--- src/rtl/linebuf_pingpong_ctrl.sv ---
// Ping-pong controller for the two-bank line buffer between the pooling writer and channel reader.
// Optional saturating error counters are built when LBUF_ERR_STATS_EN is defined.
module linebuf_pingpong_ctrl #(
  parameter int unsigned WIDTH_D = 27,
  parameter int unsigned THREAD  = 2,
  parameter int unsigned WIDTH_A = 10,
  parameter int unsigned DEPTH   = 896
) (
  input  logic                       i_sclk,
  input  logic                       i_rst,
  input  logic                       i_vsync,
  input  logic                       i_wrvld,
  input  logic [WIDTH_A-1:0]         i_wrcnt,
  input  logic [WIDTH_D*THREAD-1:0]  i_wrdat,
  input  logic                       i_wrend,
  input  logic                       i_rdreq,
  input  logic [WIDTH_A-1:0]         i_rdcnt,
  input  logic                       i_rdend,
  output logic                       o_rdrdy,
  output logic [1:0]                 o_level,
  output logic                       o_rdvld,
  output logic [WIDTH_D*THREAD-1:0]  o_rddat,
  output logic                       o_ovf,
  output logic                       o_udf,
  output logic                       o_ram_we,
  output logic [WIDTH_A:0]           o_ram_waddr,
  output logic [WIDTH_D*THREAD-1:0]  o_ram_wdat,
  output logic                       o_ram_re,
  output logic [WIDTH_A:0]           o_ram_raddr,
  input  logic [WIDTH_D*THREAD-1:0]  i_ram_rdat
`ifdef LBUF_ERR_STATS_EN
  ,
  output logic [15:0]                o_ovf_cnt,
  output logic [15:0]                o_udf_cnt
`endif
);

  localparam int unsigned    WordW    = WIDTH_D * THREAD;
  localparam logic [WIDTH_A:0] DepthLim = DEPTH[WIDTH_A:0];

  typedef enum logic [1:0] {StIdle, StFill, StStream, StFull} state_e;

  state_e             state_q, state_d;
  logic               wr_bank_q, wr_bank_d;
  logic               rd_bank_q, rd_bank_d;
  logic [1:0]         full_q, full_d;
  logic               rdrdy_q;
  logic [1:0]         level_q, level_d;
  logic               ovf_q, udf_q;
  logic               ram_we_q;
  logic [WIDTH_A:0]   ram_waddr_q;
  logic [WordW-1:0]   ram_wdat_q;
  logic               ram_re_q;
  logic [WIDTH_A:0]   ram_raddr_q;
  logic               rd_pend_q;
  logic               rdvld_q;
  logic [WordW-1:0]   rddat_q;

  logic wr_ok, wr_rej, wend_ok, wend_rej;
  logic rd_ok, rd_rej, rend_ok, rend_rej;

  always_comb begin
    wr_ok    = i_wrvld && !full_q[wr_bank_q] && ({1'b0, i_wrcnt} < DepthLim);
    wr_rej   = i_wrvld && !wr_ok;
    wend_ok  = i_wrend && !full_q[wr_bank_q];
    wend_rej = i_wrend && full_q[wr_bank_q];
    rd_ok    = i_rdreq && full_q[rd_bank_q] && ({1'b0, i_rdcnt} < DepthLim);
    rd_rej   = i_rdreq && !rd_ok;
    rend_ok  = i_rdend && full_q[rd_bank_q];
    rend_rej = i_rdend && !full_q[rd_bank_q];
  end

  // Writer and reader never hold the same bank when both ends are accepted, so the updates commute.
  always_comb begin
    full_d    = full_q;
    wr_bank_d = wr_bank_q;
    rd_bank_d = rd_bank_q;
    if (wend_ok) begin
      full_d[wr_bank_q] = 1'b1;
      wr_bank_d         = ~wr_bank_q;
    end
    if (rend_ok) begin
      full_d[rd_bank_q] = 1'b0;
      rd_bank_d         = ~rd_bank_q;
    end
    level_d = {1'b0, full_d[0]} + {1'b0, full_d[1]};
  end

  always_comb begin
    state_d = state_q;
    unique case (state_q)
      StIdle: begin
        if (wend_ok)    state_d = StStream;
        else if (wr_ok) state_d = StFill;
      end
      StFill: begin
        if (wend_ok) state_d = StStream;
      end
      StStream: begin
        if (wend_ok && !rend_ok)      state_d = StFull;
        else if (rend_ok && !wend_ok) state_d = StFill;
      end
      StFull: begin
        if (rend_ok) state_d = StStream;
      end
      default: state_d = StIdle;
    endcase
  end

  always_ff @(posedge i_sclk or posedge i_rst) begin
    if (i_rst) begin
      state_q     <= StIdle;
      wr_bank_q   <= 1'b0;
      rd_bank_q   <= 1'b0;
      full_q      <= 2'b00;
      rdrdy_q     <= 1'b0;
      level_q     <= 2'd0;
      ovf_q       <= 1'b0;
      udf_q       <= 1'b0;
      ram_we_q    <= 1'b0;
      ram_waddr_q <= '0;
      ram_wdat_q  <= '0;
      ram_re_q    <= 1'b0;
      ram_raddr_q <= '0;
      rd_pend_q   <= 1'b0;
      rdvld_q     <= 1'b0;
      rddat_q     <= '0;
    end else if (i_vsync) begin
      // Frame-start clear keeps the sticky error flags for debug.
      state_q     <= StIdle;
      wr_bank_q   <= 1'b0;
      rd_bank_q   <= 1'b0;
      full_q      <= 2'b00;
      rdrdy_q     <= 1'b0;
      level_q     <= 2'd0;
      ram_we_q    <= 1'b0;
      ram_waddr_q <= '0;
      ram_wdat_q  <= '0;
      ram_re_q    <= 1'b0;
      ram_raddr_q <= '0;
      rd_pend_q   <= 1'b0;
      rdvld_q     <= 1'b0;
      rddat_q     <= '0;
    end else begin
      state_q   <= state_d;
      wr_bank_q <= wr_bank_d;
      rd_bank_q <= rd_bank_d;
      full_q    <= full_d;
      rdrdy_q   <= full_d[rd_bank_d];
      level_q   <= level_d;
      ovf_q     <= ovf_q | wr_rej | wend_rej;
      udf_q     <= udf_q | rd_rej | rend_rej;
      ram_we_q  <= wr_ok;
      if (wr_ok) begin
        ram_waddr_q <= {wr_bank_q, i_wrcnt};
        ram_wdat_q  <= i_wrdat;
      end
      ram_re_q  <= rd_ok;
      if (rd_ok) ram_raddr_q <= {rd_bank_q, i_rdcnt};
      // RAM returns data one cycle after the strobe; register it once more for timing.
      rd_pend_q <= ram_re_q;
      rdvld_q   <= rd_pend_q;
      if (rd_pend_q) rddat_q <= i_ram_rdat;
    end
  end

  assign o_rdrdy     = rdrdy_q;
  assign o_level     = level_q;
  assign o_rdvld     = rdvld_q;
  assign o_rddat     = rddat_q;
  assign o_ovf       = ovf_q;
  assign o_udf       = udf_q;
  assign o_ram_we    = ram_we_q;
  assign o_ram_waddr = ram_waddr_q;
  assign o_ram_wdat  = ram_wdat_q;
  assign o_ram_re    = ram_re_q;
  assign o_ram_raddr = ram_raddr_q;

`ifdef LBUF_ERR_STATS_EN
  logic [15:0] ovf_cnt_q, udf_cnt_q;
  logic [1:0]  ovf_evt, udf_evt;

  function automatic logic [15:0] sat_add(input logic [15:0] cnt, input logic [1:0] inc);
    logic [16:0] sum;
    sum = {1'b0, cnt} + {15'd0, inc};
    return sum[16] ? 16'hFFFF : sum[15:0];
  endfunction

  always_comb begin
    ovf_evt = {1'b0, wr_rej} + {1'b0, wend_rej};
    udf_evt = {1'b0, rd_rej} + {1'b0, rend_rej};
  end

  // Only a hard reset clears the counters; frame starts do not.
  always_ff @(posedge i_sclk or posedge i_rst) begin
    if (i_rst) begin
      ovf_cnt_q <= 16'd0;
      udf_cnt_q <= 16'd0;
    end else if (!i_vsync) begin
      ovf_cnt_q <= sat_add(ovf_cnt_q, ovf_evt);
      udf_cnt_q <= sat_add(udf_cnt_q, udf_evt);
    end
  end

  assign o_ovf_cnt = ovf_cnt_q;
  assign o_udf_cnt = udf_cnt_q;
`endif

endmodule

--- config.mk ---
export PLATFORM = sky130hd
export DESIGN_NAME = linebuf_pingpong_ctrl
export DESIGN_NICKNAME = d
export VERILOG_FILES = /design/src/rtl/linebuf_pingpong_ctrl.sv
export SDC_FILE = /design/constraint.sdc
export NUM_CORES = 1
export LEC_CHECK = 0
export BUFFER_PORTS_ARGS = -buffer_cell sky130_fd_sc_hd__buf_2
export CAP_MARGIN = 20
export CORE_MARGIN = 1.5
export CORE_UTILIZATION = 30
export CTS_BUF_LIST = sky130_fd_sc_hd__clkbuf_4
export CTS_CLUSTER_DIAMETER = 120
export DETAILED_ROUTE_END_ITERATION = 16
export MAX_ROUTING_LAYER = met4
export PLACE_DENSITY = 0.63
export REMOVE_ABC_BUFFERS = 1
export SLEW_MARGIN = 40
export SYNTH_ARGS = -nofsm -noshare
export SYNTH_HDL_FRONTEND = slang
export SYNTH_SLANG_ARGS = --single-unit
--- constraint.sdc ---
create_clock -name i_sclk -period 4.1 [get_ports i_sclk]
set_clock_uncertainty 0.15 [all_clocks]
set_input_delay 0.41 -clock i_sclk [delete_from_list [all_inputs] [get_ports i_sclk]]
set_output_delay 0.41 -clock i_sclk [all_outputs]
set_load 0.01 [all_outputs]
=== Word level (Yosys, flattened, before mapping) ===
Cells that the tools add are included.

* Register bits after elaboration: 143
* Bits in latches: 0
* RAM bits: 0
* Memory bits (read-only): 0
* Input bits: 135
* Output and inout port bits: 138
* Logic and storage cells: 83
* Memories kept: 0

* $add $sub $neg: 1
* Multiply operators: 0
* Div/mod/pow operators: 0
* Magnitude comparators: 7
* Equality and inequality tests: 0
* Shift operators: 0
* Mux-type cells: 31
* Bitwise logic cells: 9
* Reduce and logical (&&, ||, !) cells: 20

{| class="wikitable"
|+ Operators with widths
! kind !! number
|-
| $mux W54 || 4
|-
| $mux W11 || 4
|-
| $lt A10 B10 Y1 const B || 2
|-
| $mux W1 || 17
|-
| $logic_and A1 B1 Y1 || 12
|-
| $mux W2 || 4
|-
| $reduce_bool A2 Y1 || 4
|-
| $lt A1 B2 Y1 const B || 3
|-
| $logic_not A1 Y1 || 4
|-
| $or A1 B1 Y1 || 4
|-
| $add A1 B1 Y2 || 1
|-
| $and A2 B2 Y2 || 1
|-
| $demux W1 S1 || 2
|-
| $ge A1 B1 Y1 const B || 2
|-
| $not A1 Y1 || 2
|-
| $not A2 Y2 || 1
|-
| $or A2 B2 Y2 || 1
|}

=== Logic depth before layout (Yosys ltp) ===
Gate-level depths: netlist of the first run.

* Depth in word-level cells: 11
* Mapped depth: 7
* Gate-level depth less buffers: 5

=== Worst setup path after synthesis of the first run ===
No wires, ideal clock.

* Path kind: input port to flip-flop
* Start point: input port i_vsync
* End point: register ram_waddr_q[0] (netlist: o_ram_waddr[0])
* Library setup time: 147 ps
* Data arrival time: 1289 ps
* Data required time: 3803 ps
* Slack: 2514 ps
* Stages: 4
* Path buffers: 3
* Path through: clkbuf_1 -> buf_2 -> clkbuf_1 -> a21oi_2

* Word-level cells in the longest chain between the ends: 1
* Elaborated cells between the ends (all ways): 2
* Classes of those cells: 1 x mux; 1 x reduce/logical

{| class="wikitable"
|+ RTL lines
! what !! RTL line !! source
|-
| start: declaration || 11 || <nowiki>input logic i_vsync,</nowiki>
|-
| $mux W11 / $reduce_bool A2 Y1 (equally long branches) || - ||
|-
| end signal: assignment || 155 || <nowiki>ram_waddr_q <= {wr_bank_q, i_wrcnt};</nowiki>
|-
| end: declaration || 51 || <nowiki>logic [WIDTH_A:0] ram_waddr_q;</nowiki>
|}

Several ways; a longest one is shown, not always the timed one.
A chain may end at the register's enable or synchronous reset.

=== Final worst setup path of the first run ===
* Start point: register wr_bank_q
* End point: register ram_wdat_q[46] (netlist: o_ram_wdat[46])

* Word-level cells in the longest chain between the ends: 6

{| class="wikitable"
|+ RTL lines
! what !! RTL line !! source
|-
| start: declaration || 44 || <nowiki>logic wr_bank_q, wr_bank_d;</nowiki>
|-
| start signal: assignment || 146 || <nowiki>wr_bank_q <= wr_bank_d;</nowiki>
|-
| $mux W1 (implied by the code) (2 in series) || 63 || <nowiki>wr_ok = i_wrvld && !full_q[wr_bank_q] && ({1'b0, i_wrcnt} < DepthLim);</nowiki>
|-
| $logic_not A1 Y1 || 63 ||
|-
| $logic_and A1 B1 Y1 (2 in series) || 63 ||
|-
| $reduce_bool A2 Y1 (no source line) || - ||
|-
| end signal: assignment || 156 || <nowiki>ram_wdat_q <= i_wrdat;</nowiki>
|-
| end: declaration || 52 || <nowiki>logic [WordW-1:0] ram_wdat_q;</nowiki>
|}

Every way passes these cells. The select of a mux whose other input is x is not followed.

==> results of run 1 <==
[per-layer routing]
layer,part of all wire,vias to the layer above
li1,-,2610
met1,0.43,2564
met2,0.50,197
met3,0.058,11
met4,0.0087,0
met5,0,-
[kinds of logic (layout without fill, tap and decap cells)]
group | count (synthesis) | in the layout | synth area share
flops | 143 | 143 | 0.578
fa+ha+maj | 1 | 1 | 0.00202
simple gates | 227 | 227 | 0.166
buf+inv | 44 | 445 | 0.0483
compound gates | 80 | 80 | 0.0983
mux | 65 | 65 | 0.107
[worst min path at each step]
stage / endpoint / slack [ps]
CTS: o_rdrdy / 8
global route: o_rdrdy / 40
floorplan: o_ram_waddr[0] / 320
global placement: o_udf / 320
detailed placement: o_udf / 320
finish: o_rdrdy / 70
[area by class of cell]
type	instances	area share
clock inverter	13	0.0173
timing repair buffer	409	0.297
inverter	4	0.00242
clock buffer	19	0.0153
sequential	143	0.384
tap	270	0.0362
multi-input combinational	373	0.248
[sequential cells by signal, indices dropped and copies added (netlist names), 2 cells and up]
register and count:
o_ram_raddr 11, full_q 2, o_level 2, o_ram_wdat 54, o_rddat 54, o_ram_waddr 11
[power breakdown]
| group | internal, uW | switching [uW] | total [uW] |
|---|---|---|---|
| registers | 1470 | 35.7 | 1500 |
| logic | 248 | 272 | 519 |
| clock network | 441 | 535 | 976 |
| total | 2160 | 843 | 3000 |
[cells in the mapped netlist (2+ instances only)]
| cell | count |
|---|---|
| dfrtp_1 | 143 |
| nand2_1 | 88 |
| nor2_1 | 70 |
| mux2i_1 | 63 |
| a21oi_2 | 50 |
| nand2_2 | 50 |
| a21oi_1 | 21 |
| buf_2 | 14 |
| clkbuf_1 | 13 |
| nor2b_1 | 7 |
| buf_12 | 6 |
| nand3_1 | 5 |
| buf_1 | 4 |
| inv_1 | 4 |
| a31oi_1 | 2 |
| buf_6 | 2 |
| nor3_1 | 2 |
| o21bai_1 | 2 |
[critical path, cell delays in order (launching register included)]
cell and delay (ps):
dfrtp_1 530, mux2i_4 330, nand3_2 420, buf_4 450, nand2_1 170, a21oi_2 70
[stage by stage]
stage / instance area, sq um / setup TNS (ps) / utilization
floorplan: 5900 / -42600 / -
global placement: 7670 / 0 / 0.379
detailed placement: 7690 / 0 / 0.380
CTS: 9320 / 0 / 0.461
global route: 9330 / 0 / 0.461
finish: 9330 / 0 / 0.461
==> results.sh, run 1 <==
export IMPL_synth_area_leader_cell="dfrtp_1"
export IMPL_crit_end="o_ram_wdat[46]"
export IMPL_met2_usage=0.289
export IMPL_period_minus_slack_ps=2310
export IMPL_ys_dominant_reg_cell="dfrtp_1"
export IMPL_vias=5382
export IMPL_hold_ws_ps=74.9
export IMPL_syn_area_sq_um=6190
export IMPL_cts_buffers=17
export IMPL_hold_viol_final=0
export IMPL_min_period_over_period=0.563
export IMPL_synthArstFlopShare=1.00
export IMPL_cts_root_buffer="clkbuf_4"
export IMPL_clkTransAtPathRegs_ps=120
export IMPL_r2r_slack_ps=1790
export IMPL_layout_nets=1084
export IMPL_synth_seq_area_share=0.578
export IMPL_multi_input_area_sq_um=2310
export IMPL_start_kind="flip-flop"
export IMPL_viasPerCell=4.37
export IMPL_cts_hold_buf=132
export IMPL_layout_common_cells="buf_2 (271), dfrtp_1 (142), dlygate4sd3_1 (132)"
export IMPL_row_count=52
export IMPL_dieHeight_um=147
export IMPL_power_density_nw_per_um2=322
export IMPL_setup_slack_ps=1790
export IMPL_syn_inst=560
export IMPL_seq_area_sq_um=3580
export IMPL_syn_avg_cell_area_sq_um=11.1
export IMPL_cp_max_fo=45
export IMPL_synth_top_area_frac=0.578
export IMPL_wl_per_cell_um=14.1
export IMPL_ys_seq_elements=143
export IMPL_antenna_cells=0
export IMPL_finalMaxSlewViolations=0
export IMPL_cts_setup_buffers=0
export IMPL_rr_startpoint="wr_bank_q"
export IMPL_tightest_slew_ps=729
export IMPL_track_usage=0.169
export IMPL_gp_congestion=0.738
export IMPL_finalSetupViolations=0
export IMPL_totalPowerFinal_uw=3000
export IMPL_clockBufferDepth=2
export IMPL_hpwl_mm=10.6
export IMPL_end_kind="flip-flop"
export IMPL_cap_violations=0
export IMPL_met1_usage=0.201
export IMPL_synthTopCellsByArea="dfrtp_1 (58%), mux2i_1 (10%), a21oi_2 (7.1%)"
export IMPL_drc_errors=0
export IMPL_synth_edf_count=0
export IMPL_use_met3=0.0369
export IMPL_fp_dieArea_sq_um=21500
export IMPL_drt_pass1_iterations=4
export IMPL_final_antenna_net_count=0
export IMPL_grt_pass1_wl_mm=28.4
export IMPL_first_global_vias=5632
export IMPL_crit_required_ps=4320
export IMPL_worstHoldStart="i_wrend"
export IMPL_clock_latency_ps=510
export IMPL_grt_max_degree=94
export IMPL_mostFrequentLayoutCell="buf_2"
export IMPL_cts_max_level=4
export IMPL_grt_setup_unrepaired="no"
export IMPL_gr_total_overflow=0
export IMPL_slew_headroom=0.514
export IMPL_r2r_end="o_ram_wdat[46]"
export IMPL_hold_path_class="input pin to flip-flop"
export IMPL_crit_start="wr_bank_q"
export IMPL_syn2layout_area_growth_pct=50.7
export IMPL_clock_sinks=143
export IMPL_top_usage_layer="met2"
export IMPL_fp_dieW_um=147
export IMPL_fmax_mhz=434
export IMPL_status="complete, no violations"
export IMPL_peakVddDrop_mv=0.154
export IMPL_synth_cell_types=32
export IMPL_layout_drive_gt1_share=0.431
export IMPL_dp_cells=1067
export IMPL_instances_no_fill=1231
export IMPL_start_util=0.306
export IMPL_total_leakage_power_uw=0.00465
export IMPL_dp_slack_ps=1810
export IMPL_core_area_sq_um=20200
export IMPL_yosysWarnings=0
export IMPL_wirelength_mm=17.4
export IMPL_io_pin_count=273
export IMPL_fill_cells=1883
export IMPL_detail_route_iter0_violations=255
export IMPL_cts_tree="yes"
export IMPL_antenna_found_initial=0
export IMPL_rr_worst_depth=5
export IMPL_worst_ep_arrival_time_ps=2530
export IMPL_crit_type="flip-flop to flip-flop"
export IMPL_portBuffers=272
export IMPL_cts_resized=0
export IMPL_worstHoldPathCells=3
Power figures use the tool's default switching activity.
==> run 2: changes to the inputs <==
- ABC_AREA: default -> 1
- PLACE_DENSITY: 0.63 -> 0.61
- clock period: 4.1 -> 2.25 ns (I/O delays scaled with it)
==> results.sh, run 2 <==
export IMPL_cts_max_level=4
export IMPL_tightest_slew_ps=405
export IMPL_worst_path_max_delay_cell="dlygate4sd3_1"
export IMPL_slew_headroom=0.730
export IMPL_rr_startpoint="full_q[1]"
export IMPL_drc_errors=0
export IMPL_synthTopCellsByCount="nand3_1 (213), nand2_1 (203), dfrtp_1 (143)"
export IMPL_hpwl_mm=11.5
export IMPL_fp_dieW_um=143
export IMPL_synth_top_area_frac=0.605
export IMPL_row_count=51
export IMPL_yosysMostFrequentCell="nand3_1"
export IMPL_power_density_nw_per_um2=576
export IMPL_synth_area_leader_cell="dfrtp_1"
export IMPL_io_pin_count=273
export IMPL_ys_seq_elements=143
export IMPL_start_util=0.305
export IMPL_detail_route_iter0_violations=309
export IMPL_slowest_delay_ps=590
export IMPL_rr_worst_depth=8
export IMPL_r2r_slack_ps=240
export IMPL_cts_root_buffer="clkbuf_4"
export IMPL_final_antenna_net_count=0
export IMPL_clkTransAtPathRegs_ps=130
export IMPL_gp_congestion=0.793
export IMPL_fp_dieArea_sq_um=20600
export IMPL_portBuffers=272
export IMPL_crit_family="buffers and inverters"
export IMPL_viasPerCell=4.64
export IMPL_setup_tns_ps=0
export IMPL_crit_buf_inv=5
export IMPL_layout_common_cells="buf_2 (272), nand3_1 (213), nand2_1 (203)"
export IMPL_mostFrequentLayoutCell="buf_2"
export IMPL_fmax_mhz=486
export IMPL_grt_max_degree=74
export IMPL_cts_setup_buffers=0
export IMPL_drt_pass1_iterations=7
export IMPL_cts_tree="yes"
export IMPL_total_leakage_power_uw=0.00533
export IMPL_crit_chain="dlygate4sd3_1, buf_2, inv_6, buf_12, nand3_1, dlygate4sd3_1, nand2_1"
export IMPL_instances_no_fill=1336
export IMPL_min_period_over_period=0.915
export IMPL_cpMostUsedCell="dlygate4sd3_1"
export IMPL_placed_area_sq_um=7530
export IMPL_hold_viol_final=0
export IMPL_vias=6198
export IMPL_wl_per_cell_um=14.1
export IMPL_core_area_sq_um=19400
export IMPL_syn_inst=653
export IMPL_track_usage=0.191
export IMPL_clockBufferDepth=2
export IMPL_crit_required_ps=2600
export IMPL_syn_avg_cell_area_sq_um=9.06
export IMPL_hold_ws_ps=67.9
export IMPL_dp_cells=1154
export IMPL_gr_total_overflow=0
export IMPL_ys_dominant_reg_cell="dfrtp_1"
export IMPL_clock_latency_ps=540
export IMPL_synth_edf_count=0
export IMPL_cp_max_fo=68
export IMPL_layout_drive_gt1_share=0.304
export IMPL_status="complete, no violations"
export IMPL_hold_path_class="input pin to async pin"
export IMPL_grt_pass1_wl_mm=29.7
export IMPL_synthTopCellsByArea="dfrtp_1 (60%), nand3_1 (18%), nand2_1 (13%)"
export IMPL_synth_seq_area_share=0.605
export IMPL_worst_ep_arrival_time_ps=2400
export IMPL_finalMaxSlewViolations=0
export IMPL_syn2layout_area_growth_pct=56.9
export IMPL_antenna_found_initial=1
export IMPL_synthArstFlopShare=1.00
export IMPL_wirelength_mm=18.9
export IMPL_crit_type="input pin to flip-flop"
export IMPL_finalSetupViolations=0
export IMPL_cap_violations=0
export IMPL_dieHeight_um=143
export IMPL_cts_buffers=17
export IMPL_fin_area_sq_um=9290
export IMPL_period_minus_slack_ps=2060
export IMPL_peakVddDrop_mv=0.339
export IMPL_r2r_end="o_ram_wdat[51]"
export IMPL_grt_setup_unrepaired="no"
export IMPL_yosysWarnings=0
export IMPL_fill_cells=1871
export IMPL_start_kind="input pin"
export IMPL_end_kind="flip-flop"
export IMPL_first_global_vias=5942
export IMPL_clock_sinks=143
export IMPL_syn_area_sq_um=5920
export IMPL_synth_cell_types=20
export IMPL_layout_nets=1193
## run 2: kinds of logic after synthesis
kind of cell / after synthesis / synth area share
adder cells (fa/ha/maj): 1 / 0.00211
AND/OR/NAND/NOR: 433 / 0.323
buffers and inverters: 71 / 0.0655
flip-flops: 143 / 0.605
AO/OA/AOI/OAI: 5 / 0.00465
## run 2: routing by layer
| layer | global-route usage | routed length, um | up-vias |
|---|---|---|---|
| met5 | - | 0 | - |
| met4 | 0.0832 | 602 | 0 |
| met3 | 0.0450 | 1050 | 42 |
| met2 | 0.307 | 9310 | 236 |
| met1 | 0.228 | 7930 | 2962 |
| li1 | - | - | 2958 |
## run 2: how the worst max path moves through the flow
stage          startpoint             end  slack, ps  depth (start not counted)
2_1_floorplan       i_rst       full_q[0]      -1960                          1
3_3_place_gp    wr_bank_q  o_ram_wdat[12]        610                          8
3_5_place_dp    full_q[1]   o_ram_wdat[5]        580                          8
4_1_cts         full_q[1]  o_ram_wdat[49]        230                          8
5_1_grt         full_q[1]  o_ram_wdat[51]         40                          8
6_report          i_vsync  o_ram_wdat[51]        190                          7
## run 2: power breakdown
part | switching, uW | total, uW | internal (uW)
logic | 518 | 979 | 461
clock network | 943 | 1610 | 668
registers | 70.4 | 2770 | 2690
total | 1530 | 5350 | 3820
## run 2: final cells by class
cell class              count  area [sq um]  share of cell area
well taps                 265           332              0.0357
multi-input cells         439          1950               0.210
inverters                  21          88.8             0.00956
repair buffers            435          3070               0.331
clock inverters            13           121              0.0131
clock buffers              19           143              0.0154
flip-flops and latches    143          3580               0.385
diodes                      1          2.50            0.000269
## run 2: timing repair
item / CTS / global route
gates resized for setup: 0 / 0
hold endpoints to repair: 285 / 0
hold buffers: 149 / 0
## run 2: per-stage QoR
stage / total power [uW] / utilization / setup slack, ps
2_1_floorplan: 3170 / - / -1960
3_3_place_gp: 3590 / 0.388 / 614
3_5_place_dp: 3590 / 0.388 / 583
4_1_cts: 5460 / 0.479 / 230
5_1_grt: 5660 / 0.479 / 39.2
6_report: 5350 / 0.479 / 191
## run 2: worst reg2reg max path: stages, from the launching register on
cell,delay [ps]
dfrtp_1,410
inv_1,90
nand2_1,80
nand2_2,90
inv_2,40
nor2_4,310
nand3_1,130
dlygate4sd3_1,590
nand2_1,60
